### config.mk
export PLATFORM = sky130hd
export DESIGN_NAME = cpld3_row_stage_flat
export DESIGN_NICKNAME = d
export VERILOG_FILES = /design/src/rtl/cpld3_row_stage_if.sv /design/src/rtl/cpld3_row_stage.sv /design/src/flat_wrapper.sv
export SDC_FILE = /design/constraint.sdc
export NUM_CORES = 1
export LEC_CHECK = 0
export BUFFER_PORTS_ARGS = -buffer_cell sky130_fd_sc_hd__buf_2
export CORE_ASPECT_RATIO = 1.1
export CORE_MARGIN = 2
export CORE_UTILIZATION = 46
export CTS_CLUSTER_SIZE = 24
export DETAILED_ROUTE_END_ITERATION = 8
export HOLD_SLACK_MARGIN = 0.15
export SLEW_MARGIN = 20
export SYNTH_ARGS = -nofsm -noshare
export SYNTH_HDL_FRONTEND = slang
export SYNTH_SLANG_ARGS = --single-unit
export TNS_END_PERCENT = 50
### constraint.sdc
create_clock -name clk -period 3.65 [get_ports clk]
set_clock_uncertainty 0.2 [all_clocks]
set_input_delay 0 -clock clk [delete_from_list [all_inputs] [get_ports clk]]
set_output_delay 0 -clock clk [all_outputs]
set_load 0.01 [all_outputs]
### src/rtl/cpld3_row_stage_if.sv
// Bus between one row-buffer stage and its neighbours: the word and row index
// arriving from the left, and the registered word, {hit, sel} and last-row
// flag leaving to the right.
interface cpld3_row_stage_if #(
    parameter int ROWS = 8,
    parameter int COLS = 5
);
    localparam int SEL_W = $clog2(ROWS);

    logic [COLS-1:0]  left_in2;
    logic [SEL_W-1:0] sel;
    logic [2:0]       pos_c;
    logic [SEL_W:0]   sel_out2;
    logic [COLS-1:0]  right_out2;
    logic             last_row;

    // Upstream side: drives the scan inputs and observes the forwarded outputs.
    modport master (
        output left_in2, sel, pos_c,
        input  sel_out2, right_out2, last_row
    );

    // Stage side: consumes the scan inputs and produces the registered outputs.
    modport slave (
        input  left_in2, sel, pos_c,
        output sel_out2, right_out2, last_row
    );
endinterface

### src/rtl/cpld3_row_stage.sv
// One slice of a chained row buffer for a scanned LED/pixel matrix. Every
// clock it swaps the addressed row: the incoming word is stored and the word
// previously held there is forwarded right, together with the row index, a
// cursor-hit flag taken from the old word, and a last-row marker.
module cpld3_row_stage #(
    parameter int ROWS = 8,
    parameter int COLS = 5
) (
    input  logic               clk,
    input  logic               rst,
    cpld3_row_stage_if.slave   bus
);
    localparam int SEL_W = $clog2(ROWS);
    localparam logic [SEL_W-1:0] LAST_SEL = SEL_W'(ROWS - 1);

    logic [COLS-1:0] mem [ROWS];
    logic [COLS-1:0] old_word;
    logic            hit;

    // Old contents of the addressed row and the cursor bit within it; the
    // cursor is matched column by column so pos_c values beyond the last
    // column never index past the word and simply give no hit.
    always_comb begin
        old_word = mem[bus.sel];
        hit      = 1'b0;
        for (int i = 0; i < COLS; i++) begin
            if (bus.pos_c == 3'(i)) begin
                hit = old_word[i];
            end
        end
    end

    // Read-before-write swap of the addressed row, with all outputs registered.
    always_ff @(posedge clk or negedge rst) begin
        if (!rst) begin
            for (int r = 0; r < ROWS; r++) begin
                mem[r] <= '0;
            end
            bus.right_out2 <= '0;
            bus.sel_out2   <= '0;
            bus.last_row   <= 1'b0;
        end else begin
            bus.right_out2   <= old_word;
            mem[bus.sel]     <= bus.left_in2;
            bus.sel_out2     <= {hit, bus.sel};
            bus.last_row     <= (bus.sel == LAST_SEL);
        end
    end
endmodule

### src/flat_wrapper.sv
// flat-port wrapper written by rule: the top's interface ports become plain ports
module cpld3_row_stage_flat 
#(
    parameter int ROWS = 8,
    parameter int COLS = 5
)
  (clk, rst, bus_left_in2, bus_sel, bus_pos_c, bus_sel_out2, bus_right_out2, bus_last_row);
  cpld3_row_stage_if #(.ROWS(ROWS), .COLS(COLS)) bus_i ();
  input  logic clk;
  input  logic rst;
  input wire logic [$bits(bus_i.left_in2)-1:0] bus_left_in2;
  input wire logic [$bits(bus_i.sel)-1:0] bus_sel;
  input wire logic [$bits(bus_i.pos_c)-1:0] bus_pos_c;
  output wire logic [$bits(bus_i.sel_out2)-1:0] bus_sel_out2;
  output wire logic [$bits(bus_i.right_out2)-1:0] bus_right_out2;
  output wire logic [$bits(bus_i.last_row)-1:0] bus_last_row;
  assign bus_i.left_in2 = bus_left_in2;
  assign bus_i.sel = bus_sel;
  assign bus_i.pos_c = bus_pos_c;
  assign bus_sel_out2 = bus_i.sel_out2;
  assign bus_right_out2 = bus_i.right_out2;
  assign bus_last_row = bus_i.last_row;
  cpld3_row_stage #(.ROWS(ROWS), .COLS(COLS)) u_core (.clk(clk), .rst(rst), .bus(bus_i));
endmodule
==> Word-level counts from Yosys, hierarchy flattened <==
Index checks and enable logic that the tools add are counted.
{ "word_totals": {"register_bits": 50, "out_inout_bits": 10, "inputBits": 13} }
{ "op_classes": {"n_reduce_logical": 2, "bitwise_logic": 1, "eq_ne": 5, "magnitude_cmp": 2, "muxes": 11} }
{ "ops": {"columns": ["op", "n"], "rows": [
  ["40-bit bitwise mux", 1],
  ["5-bit binary-select mux with 3-bit select", 1],
  ["5-bit demux with 3-bit select", 1],
  ["5-bit two-way mux", 3],
  ["3-bit by 2-bit == test with 1-bit output (second input constant)", 2],
  ["3-bit == test (second input constant)", 2],
  ["1-bit two-way mux", 5],
  ["4-bit greater-or-equal comparator (second input constant)", 1],
  ["4-bit by 1-bit < comparator with 1-bit output (second input constant)", 1],
  ["3-bit NOT with 4-bit output", 1],
  ["3-bit by 1-bit == test with 1-bit output (second input constant)", 1],
  ["3-bit zero test", 1],
  ["1-bit logical AND", 1]
]} }

==> Logic depth before layout (Yosys ltp) <==
Gate-level depths: netlist (run 1).
{ "depth": {"word_depth": 9, "ltp_mapped": 7} }

==> Worst setup path after synthesis (run 1) <==
No wires, ideal clock.
{ "synth_path": {"path_kind": "register to register", "start": "reg u_core.mem[39] (netlist name)", "end": "reg u_core.bus.sel_out2[3]", "required_time_ns": 3.326, "setup_time_ns": 0.124, "slack_ns": 2.000, "arrival_time_ns": 1.326, "n_path_buf": 0, "path_stages_with_launch": 6, "path_cell_list": "dfrtp_1 > or3b_2 > a41oi_1 > a221o_1 > and3b_1 > o31a_1"} }
{ "synth_via": {"elab_chain_len": 4} }
{ "synth_rtl": {"columns": ["element", "line", "text"], "rows": [
  ["from (decl)", "cpld3_row_stage.sv:16", "logic [COLS-1:0] mem [ROWS];"],
  ["from (signal, indexed assignment)", "cpld3_row_stage.sv:44", "mem[bus.sel] <= bus.left_in2;"],
  ["5-bit binary-select mux with 3-bit select", "cpld3_row_stage.sv:24", "old_word = mem[bus.sel];"],
  ["5-bit two-way mux (implied by the code) (2 in a row)", "cpld3_row_stage.sv:24", null],
  ["via u_core.old_word[4]", "cpld3_row_stage.sv:17", "logic [COLS-1:0] old_word;"],
  ["1-bit two-way mux", "cpld3_row_stage.sv:27", "if (bus.pos_c == 3'(i)) begin"],
  ["via u_core.hit", "cpld3_row_stage.sv:18", "logic hit;"],
  ["to (signal assigned)", "cpld3_row_stage.sv:45", "bus.sel_out2 <= {hit, bus.sel};"],
  ["to (decl)", "cpld3_row_stage_if.sv:26", "output sel_out2, right_out2, last_row"]
]} }
The timed path passes the listed nets, and every way through them passes these cells. The select of a mux whose other input is x is not followed.

==> Worst setup path after layout (run 1) <==
{ "layout_path": {"start": "in bus_sel[0]", "end": "reg u_core.bus.sel_out2[3]"} }
{ "layout_via": {"elab_chain_len": 9} }
{ "layout_rtl": {"columns": ["element", "line", "text"], "rows": [
  ["from (decl)", "flat_wrapper.sv:12", "input wire logic [$bits(bus_i.sel)-1:0] bus_sel;"],
  ["3-bit NOT with 4-bit output (implied by the code)", "cpld3_row_stage.sv:24", null],
  ["5-bit binary-select mux with 3-bit select", "cpld3_row_stage.sv:24", null],
  ["5-bit two-way mux (implied by the code) (2 in a row)", "cpld3_row_stage.sv:24", null],
  ["via u_core.old_word[0]", "cpld3_row_stage.sv:17", null],
  ["1-bit two-way mux (5 in a row)", "cpld3_row_stage.sv:27", null],
  ["via u_core.hit", "cpld3_row_stage.sv:18", null]
]} }
The timed path passes the listed nets, and every way through them passes these cells. The select of a mux whose other input is x is not followed.

==> results of run 1 <==
-- cells in the final DEF, fill, tap and decap left out --
| cell | netlist | routed |
|---|---|---|
| nor3_1 | 1 | 1 |
| nand2_1 | 2 | 2 |
| nand2b_1 | 1 | 1 |
| nor2b_1 | 2 | 2 |
| nor2_1 | 5 | 5 |
| inv_1 | 1 | 1 |
| a21oi_1 | 2 | 2 |
| clkbuf_8 | 2 | 6 |
| or2_2 | 1 | 1 |
| a221o_1 | 2 | 2 |
| nor2_4 | 1 | 1 |
| o2bb2ai_1 | 2 | 2 |
| a211oi_1 | 2 | 2 |
| mux2_2 | 43 | 43 |
| nand2b_2 | 1 | 1 |
| clkbuf_1 | 1 | 1 |
| dlygate4sd3_1 | 0 | 13 |
| and3b_1 | 1 | 1 |
| buf_4 | 1 | 1 |
| a22o_2 | 1 | 1 |
| dfrtp_1 | 50 | 50 |
| buf_2 | 0 | 21 |
| or2b_2 | 1 | 1 |
| nand3_1 | 3 | 3 |
| o22ai_1 | 2 | 2 |
| and2b_1 | 1 | 1 |
| a22o_1 | 1 | 1 |
| o31a_1 | 1 | 1 |
| a22oi_1 | 1 | 1 |
| clkinv_2 | 0 | 1 |
| a21boi_0 | 1 | 1 |
| mux2i_1 | 10 | 10 |
| a211o_1 | 1 | 1 |
| a41oi_1 | 1 | 1 |
| and3_4 | 1 | 1 |
| o21ai_0 | 1 | 1 |
| a221oi_1 | 1 | 1 |
| nand3b_1 | 3 | 3 |
| and2_2 | 2 | 2 |
| or3b_2 | 2 | 2 |
-- per-layer routing --
layer  GRT usage [%]  share of wire, %
met1            23.3                46
met2            27.3                48
met5               0                 0
met4            6.04               1.6
met3            4.16               4.3
-- Yosys cell counts, drive strengths merged, types with 2 or more instances --
cell type	count	area, um^2
a211oi	2	15.0
a21oi	2	10.0
a221o	2	20.0
a22o	2	18.8
and2	2	15.0
buf	5	61.3
clkbuf	3	31.3
dfrtp	50	1250
mux2	43	484
mux2i	10	100
nand2	2	7.51
nand2b	2	15.0
nand3	3	15.0
nand3b	3	22.5
nor2	6	30.0
nor2b	2	12.5
o22ai	2	12.5
o2bb2ai	2	17.5
or3b	2	17.5
-- metrics by stage --
step | utilization (%) | setup WS (ps) | power (mW) | cells
final | 55.0 | 458 | 1.26 | 250
after floorplan | - | 2000 | 0.863 | 159
after global placement | 50.2 | 1720 | 0.924 | 229
after global routing | 55.0 | 317 | 1.33 | 250
after CTS | 54.7 | 467 | 1.27 | 249
after detailed placement | 50.2 | 1690 | 0.935 | 229
-- sequential cells by signal, summed over array words and instances (netlist names) --
register,flops
u_core.bus.sel_out2,4
u_core.bus.last_row,1
u_core.mem,40
u_core.bus.right_out2,5
-- cells by family after synthesis --
family / share of synthesized area [%]
AOI/OAI and AO/OA: 6.58
buffers and inverters: 4.26
DFF: 55.3
muxes: 25.8
and+or+nand+nor: 8.07
-- power breakdown --
group | total (mW) | switching, mW | internal (mW)
Combinational | 0.238 | 0.104 | 0.134
Clock | 0.324 | 0.171 | 0.153
Sequential | 0.696 | 0.0441 | 0.652
Total | 1.26 | 0.318 | 0.939
-- critical path, cell delays in order --
cell and delay (ps):
dlygate4sd3_1 520, buf_2 480, mux2_2 400, o22ai_1 150
a221oi_1 100, o2bb2ai_1 150, dlygate4sd3_1 550, o31a_1 270
dlygate4sd3_1 550
-- layout make-up --
type                    count  area [um^2]
flip-flops and latches     50         1250
clock buffers               7         86.3
inverters                   1         3.75
repair buffers             35          243
fillers                   413         2110
clock inverters             1         5.00
well taps                  56         70.1
multi-input cells         100          916
-- worst max path at each step --
| stage | startpoint | endpoint | depth (start not counted) |
|---|---|---|---|
| finish | bus_sel[0] | u_core.bus.sel_out2[3]$_DFF_PN0_ | 9 |
| global route | bus_sel[0] | u_core.bus.sel_out2[3]$_DFF_PN0_ | 9 |
| CTS | bus_sel[0] | u_core.bus.sel_out2[3]$_DFF_PN0_ | 9 |
| detailed placement | bus_sel[0] | u_core.bus.sel_out2[3]$_DFF_PN0_ | 6 |
| global placement | bus_sel[0] | u_core.bus.sel_out2[3]$_DFF_PN0_ | 6 |
| floorplan | u_core.mem[39]$_DFFE_PN0P_ | u_core.bus.sel_out2[3]$_DFF_PN0_ | 5 |
==> flow_summary.ini, run 1 <==
[outcome]
status = complete, no violations

[clock_network]
cts_sinks = 50
postCtsSetupBuffers = 0
clock-root-buffer = clkbuf_8
htreeDepth = 2
cts_resized = 0
hold_buffers = 12
cts_made_buffers = 5
tritoncts = done
cts_buffer_depth = 2
clock_latency_ps = 300
clkTransAtPathRegs_ps = 90

[cells_and_area]
n_antenna_cell = 0
nets = 206
drive_gt1_share_pct = 42.3
postLayoutCellArea_mm2 = 0.00257
area_growth_pct = 13.8

[worst_setup_path]
cp_max_fo = 29
r2r_start = u_core.mem[20]$_DFFE_PN0P_
cp.required_ps = 3640
crit_path_end_kind = flip-flop
worstSetupPathType = in2reg
r2r-end = u_core.bus.sel_out2[3]$_DFF_PN0_
r2r_cells = 7
reg2reg_slack_ps = 930
arrival_ps = 3180
crit_path_start_kind = input port

[floorplanning]
die_h_um = 77.6
die_w_um = 70.9
rows = 26
die_area_mm2 = 0.00550
ios = 23
start_util_pct = 48.3
coreArea_mm2 = 0.00468

[power]
leakage_nw = 1.14
ir_drop_uv = 287
power_density_mw_per_mm2 = 488

[synthesis]
ys_seq_area_share_pct = 55.3
yosysWarnings = 0
synth.distinct_cells = 39
synth_edf_count = 0
syn-instance-count = 159
syn_area_mm2 = 0.00226
ys_ff_latch = 50
syn_nets = 172
async_flop_share_pct = 100
synth_flop_cell = dfrtp_1
syn-mean-instance-area_um2 = 14.2

[placement]
port_buffers = 22
gp_congestion = 0.811
placed_area_mm2 = 0.00235
hpwlAfterDp_um = 2980

[timing]
rsz0062_at_grt = no
setup-tns-final_ps = 0
finalSetupViolCount = 0
fin_crit_sh_pct = 87.4
worst_slew_margin_rel_pct = 52.5
fmax_mhz = 313
post-route-min-period_ps = 3190
hold_violations = 0
tightest_slew_ps = 707
whs_ps = 310
drv_slew = 0

[drt]
drtIter0Drc = 100
drc_errors = 0
drt-wirelength-per-cell_um = 17.5
drtAntennaViolNets = 0
drt_wl_total_um = 4380
viasPerCell = 5.51
vias = 1378
drt_pass1_iterations = 4

[hold_path]
hold_depth = 1
worst_hold_path.endpoint = u_core.mem[16]$_DFFE_PN0P_
hp-class = reg2reg
holdCritStartpoint = u_core.mem[16]$_DFFE_PN0P_

[grt]
grt_first_pass_wirelength_um = 7250
antenna_found_initial = 0
grt_start_max_net_pins = 51
overflow = 0
grtUsageTotal_pct = 17.3
grt_pass1_vias = 1437

[job]
max_cap_viol_count = 0
No activity file was read; power rests on OpenSTA's default activity.
==> run 2, diff against run 1 <==
--- a/config.mk
+++ b/config.mk
@@ -7,7 +7,7 @@
 export LEC_CHECK = 0
 export BUFFER_PORTS_ARGS = -buffer_cell sky130_fd_sc_hd__buf_2
 export CORE_ASPECT_RATIO = 1.1
-export CORE_MARGIN = 2
+export CORE_MARGIN = 5
 export CORE_UTILIZATION = 46
 export CTS_CLUSTER_SIZE = 24
 export DETAILED_ROUTE_END_ITERATION = 8
==> constraint.sdc (replaced) <==
create_clock -name clk -period 3.03 [get_ports clk]
set_clock_uncertainty 0.2 [all_clocks]
set_input_delay 0 -clock clk [delete_from_list [all_inputs] [get_ports clk]]
set_output_delay 0 -clock clk [all_outputs]
set_load 0.01 [all_outputs]
==> flow_summary.ini, run 2 (synthesis gave the netlist of run 1 again) <==
[outcome]
status = complete, no violations

[timing]
post-route-min-period_ps = 2920
setup-tns-final_ps = 0
fmax_mhz = 343
tightest_slew_ps = 619
hold_violations = 0
drv_slew = 0
rsz0062_at_grt = no
whs_ps = 217
fin_crit_sh_pct = 96.3
finalSetupViolCount = 0
setup_ws_ps = 111
worst_slew_margin_rel_pct = 58.8

[cells_and_area]
n_antenna_cell = 0
final_core_util_pct = 55.5
area_growth_pct = 15.6
reg_top3 = u_core.mem (40), u_core.bus.right_out2 (5), u_core.bus.sel_out2 (4)
nets = 208
fin_cells = 252
postLayoutCellArea_mm2 = 0.00262
largest_reg_flops = 40
final_common_cell = dfrtp_1
top_register = u_core.mem
fillers = 396
mostFrequentLayoutCells = 50 x dfrtp_1, 43 x mux2_2, 19 x buf_2
drive_gt1_share_pct = 42.9

[worst_setup_path]
crit_path_start_kind = input port
arrival_ps = 2910
reg2reg_slack_ps = 320
endpoint = u_core.bus.sel_out2[3]$_DFF_PN0_
r2r-end = u_core.bus.sel_out2[3]$_DFF_PN0_
r2r_start = u_core.mem[20]$_DFFE_PN0P_
startpoint = bus_sel[1]
cp.required_ps = 3020
worstSetupPathType = in2reg
r2r_cells = 7
cp_max_fo = 19
crit_path_end_kind = flip-flop

[drt]
vias = 1370
viasPerCell = 5.44
drt_wl_total_um = 4390
drtIter0Drc = 60
drc_errors = 0
drt-wirelength-per-cell_um = 17.4
drtAntennaViolNets = 0
drt_pass1_iterations = 4

[power]
power_density_mw_per_mm2 = 599
leakage_nw = 1.16
power_mw = 1.57
ir_drop_uv = 286

[grt]
grt.met2_usage_pct = 22.5
grt_start_max_net_pins = 51
grt_use_met3_pct = 4.10
grtUsageTotal_pct = 14.9
use_met1_pct = 21.0
grt_first_pass_wirelength_um = 7670
antenna_found_initial = 0
gr-max-usage-layer = met2
grt_pass1_vias = 1474
overflow = 0

[clock_network]
cts_sinks = 50
cts_buffer_depth = 2
htreeDepth = 2
clock-root-buffer = clkbuf_8
postCtsSetupBuffers = 0
clkTransAtPathRegs_ps = 90
tritoncts = done
cts_made_buffers = 5
clock_latency_ps = 300

[floorplanning]
ios = 23
coreArea_mm2 = 0.00472
die_h_um = 83.6
start_util_pct = 48.0
die_area_mm2 = 0.00642
die_w_um = 76.9
rows = 26

[hold_path]
hp-class = in2reg

[job]
max_cap_viol_count = 0

[placement]
port_buffers = 22
dpl_worst_slack_ps = 1060
placedCellCount = 230
gp_congestion = 0.745
placed_area_mm2 = 0.00236
run 2: changes by cell type in the layout (fill, tap and decap cells not counted):
cell           before  now
clkbuf_1            1    0
clkbuf_8            6    8
clkinv_2            1    0
buf_4               1    4
buf_2              21   19
dlygate4sd3_1      13   14
run 2: worst min path at each step:
stage                    start                            endpoint  depth (start not counted)
floorplan                  rst       u_core.bus.last_row$_DFF_PN0_                          0
global placement           rst          u_core.mem[24]$_DFFE_PN0P_                          1
detailed placement         rst          u_core.mem[34]$_DFFE_PN0P_                          1
CTS                 bus_sel[0]  u_core.bus.right_out2[3]$_DFF_PN0_                          2
global route        bus_sel[0]  u_core.bus.right_out2[3]$_DFF_PN0_                          2
finish              bus_sel[0]  u_core.bus.right_out2[3]$_DFF_PN0_                          3
run 2: where the power goes:
part	internal, mW	switching [mW]
clock network	0.231	0.211
logic	0.164	0.126
registers	0.785	0.0520
run 2: critical path, cell delays in order:
cell           delay, ps
dlygate4sd3_1        530
buf_4                230
or2b_2               360
o22ai_1              180
a221oi_1             100
o2bb2ai_1            140
dlygate4sd3_1        550
o31a_1               270
dlygate4sd3_1        550
run 2: final cells by class:
class / instances / area [um^2] / share of cell area, %
Clock buffer: 8 / 110 / 4.21
Inverter: 1 / 3.75 / 0.143
Multi-Input combinational cell: 100 / 916 / 35.0
Sequential cell: 50 / 1250 / 47.8
Tap cell: 56 / 70.1 / 2.68
Timing Repair Buffer: 37 / 265 / 10.1
run 2: what timing repair did:
item / CTS / global route
hold buffers: 13 / 1
gates resized for setup: 0 / 4
setup endpoints to repair: 0 / 1
endpoints found under the hold margin: 99 / 33
run 2: routing by layer:
layer	share of wire, %	routed length [um]
met2	48	2100
met5	0	0
met3	3.9	171
met4	1.2	52
met1	47	2070
==> run 3, diff against run 2 <==
--- a/config.mk
+++ b/config.mk
@@ -7,7 +7,6 @@
 export LEC_CHECK = 0
 export BUFFER_PORTS_ARGS = -buffer_cell sky130_fd_sc_hd__buf_2
 export CORE_ASPECT_RATIO = 1.1
-export CORE_MARGIN = 5
 export CORE_UTILIZATION = 46
 export CTS_CLUSTER_SIZE = 24
 export DETAILED_ROUTE_END_ITERATION = 8
==> constraint.sdc (replaced) <==
create_clock -name clk -period 2.9 [get_ports clk]
set_clock_uncertainty 0.2 [all_clocks]
set_input_delay 0 -clock clk [delete_from_list [all_inputs] [get_ports clk]]
set_output_delay 0 -clock clk [all_outputs]
set_load 0.01 [all_outputs]
==> flow_summary.ini, run 3 (synthesis gave the netlist of run 1 again) <==
[clock_network]
clock_latency_ps = 310
cts_sinks = 50
clkTransAtPathRegs_ps = 90
cts_buffer_depth = 2
clock-root-buffer = clkbuf_8
postCtsSetupBuffers = 0
cts_made_buffers = 5
hold_buffers = 14
tritoncts = done
htreeDepth = 2
cts_resized = 0

[power]
comb_power_share_pct = 19.2
power_mw = 1.58
ir_drop_uv = 342
p_int_mw = 1.16
p_switching_uw = 415
power_density_mw_per_mm2 = 607
leakage_nw = 1.14
seqPwrFrac_pct = 55.7
switching_share_pct = 26.3
pwr-share-clk_pct = 25.0

[job]
max_cap_viol_count = 0

[grt]
antenna_found_initial = 0
grt_pass1_vias = 1379
grtUsageTotal_pct = 19.5
grt_start_max_net_pins = 51
grt_first_pass_wirelength_um = 7160
overflow = 0

[timing]
setup-tns-final_ps = 0
drv_slew = 0
hold_violations = 0
rsz0062_at_grt = no
post-route-min-period_ps = 2710
whs_ps = 306
fmax_mhz = 369
worst_slew_margin_rel_pct = 59.6
fin_crit_sh_pct = 93.5
tightest_slew_ps = 606
finalSetupViolCount = 0
setup_ws_ps = 188

[cells_and_area]
area_growth_pct = 14.8
top_register = u_core.mem
reg_top3 = u_core.mem (40), u_core.bus.right_out2 (5), u_core.bus.sel_out2 (4)
n_antenna_cell = 0
drive_gt1_share_pct = 42.1
nets = 209
largest_reg_flops = 40
fin_cells = 253
fillers = 406
final_common_cell = dfrtp_1
mostFrequentLayoutCells = 50 x dfrtp_1, 43 x mux2_2, 21 x buf_2

[worst_setup_path]
cpPeakStageDelay_ps = 560
cp_max_fo = 29
r2r_cells = 6
startpoint = bus_sel[0]
arrival_ps = 2710
crit_path_top_delay_cell = dlygate4sd3_1
crit_path_start_kind = input port
path_cells = dlygate4sd3_1, buf_2, mux2i_1, o22ai_1, a211o_1, a221o_1, dlygate4sd3_1, o31a_1
crit_path_end_kind = flip-flop
r2r_start = u_core.mem[13]$_DFFE_PN0P_
worstSetupPathType = in2reg
crit_top_cell = dlygate4sd3_1
cp.required_ps = 2900

[floorplanning]
ios = 23
rows = 26
start_util_pct = 48.3
die_area_mm2 = 0.00521
die_h_um = 75.6
coreArea_mm2 = 0.00468
die_w_um = 68.9

[placement]
placedCellCount = 230
port_buffers = 22
gp_congestion = 0.751
dpl_worst_slack_ps = 948
hpwlAfterDp_um = 3010

[drt]
viasPerCell = 5.56
vias = 1406
drtIter0Drc = 90
drc_errors = 0
drt-wirelength-per-cell_um = 17.5
drt_pass1_iterations = 4
drt_wl_total_um = 4430
drtAntennaViolNets = 0

[hold_path]
hp-class = reg2reg
holdCritStartpoint = u_core.mem[15]$_DFFE_PN0P_
hold_depth = 1

[outcome]
status = complete, no violations
[run 3: cell count changes in the layout (fill, tap and decap cells not counted), sizes merged]
cell         delta
dlygate4sd3     +1
clkbuf          -2
clkinv          +2
[run 3: metrics by stage]
stage          instance area [um^2]  util, %
6_report                       2600     55.4
5_1_grt                        2600     55.4
4_1_cts                        2580     55.2
3_5_place_dp                   2360     50.3
3_3_place_gp                   2360     50.3
2_1_floorplan                  2260        -
[run 3: cell type report]
cell class | instances | area (um^2) | share of cell area, %
clock buffer | 6 | 72.6 | 2.79
clock inverter | 2 | 13.8 | 0.530
inverter | 1 | 3.75 | 0.145
multi-input combinational | 100 | 916 | 35.3
sequential | 50 | 1250 | 48.2
tap | 56 | 70.1 | 2.70
timing repair buffer | 38 | 270 | 10.4
[run 3: worst max-delay path, delay by kind of cell]
kind / cells / cell delay (ps)
compound gates: 4 / 820
mux: 1 / 320
buf+inv: 3 / 1570
[run 3: metal layers]
metal  up-vias  share of wire, %  track usage, %
met1       721                48            26.0
li1        652                 -               -
met5         -                 0               0
met3         5               3.2            4.94
met4         0               1.2            6.12
met2        28                47            31.1
[run 3: final timing paths]
check | slack [ps] | end
worst min-delay path | 310 | u_core.mem[15]$_DFFE_PN0P_
min in group asynchronous | 570 | u_core.mem[4]$_DFFE_PN0P_
worst max-delay path | 190 | u_core.bus.sel_out2[3]$_DFF_PN0_
worst min register to register | 310 | u_core.mem[15]$_DFFE_PN0P_
max in group asynchronous | 1510 | u_core.mem[25]$_DFFE_PN0P_
worst max register to register | 640 | u_core.bus.sel_out2[3]$_DFF_PN0_
[run 3: power groups by stage]
stage	clock [mW]	combinational [mW]	sequential [mW]
2_1_floorplan	0	0.202	0.885
3_3_place_gp	0	0.280	0.891
3_5_place_dp	0	0.288	0.893
4_1_cts	0.404	0.306	0.878
5_1_grt	0.439	0.337	0.897
6_report	0.395	0.303	0.879
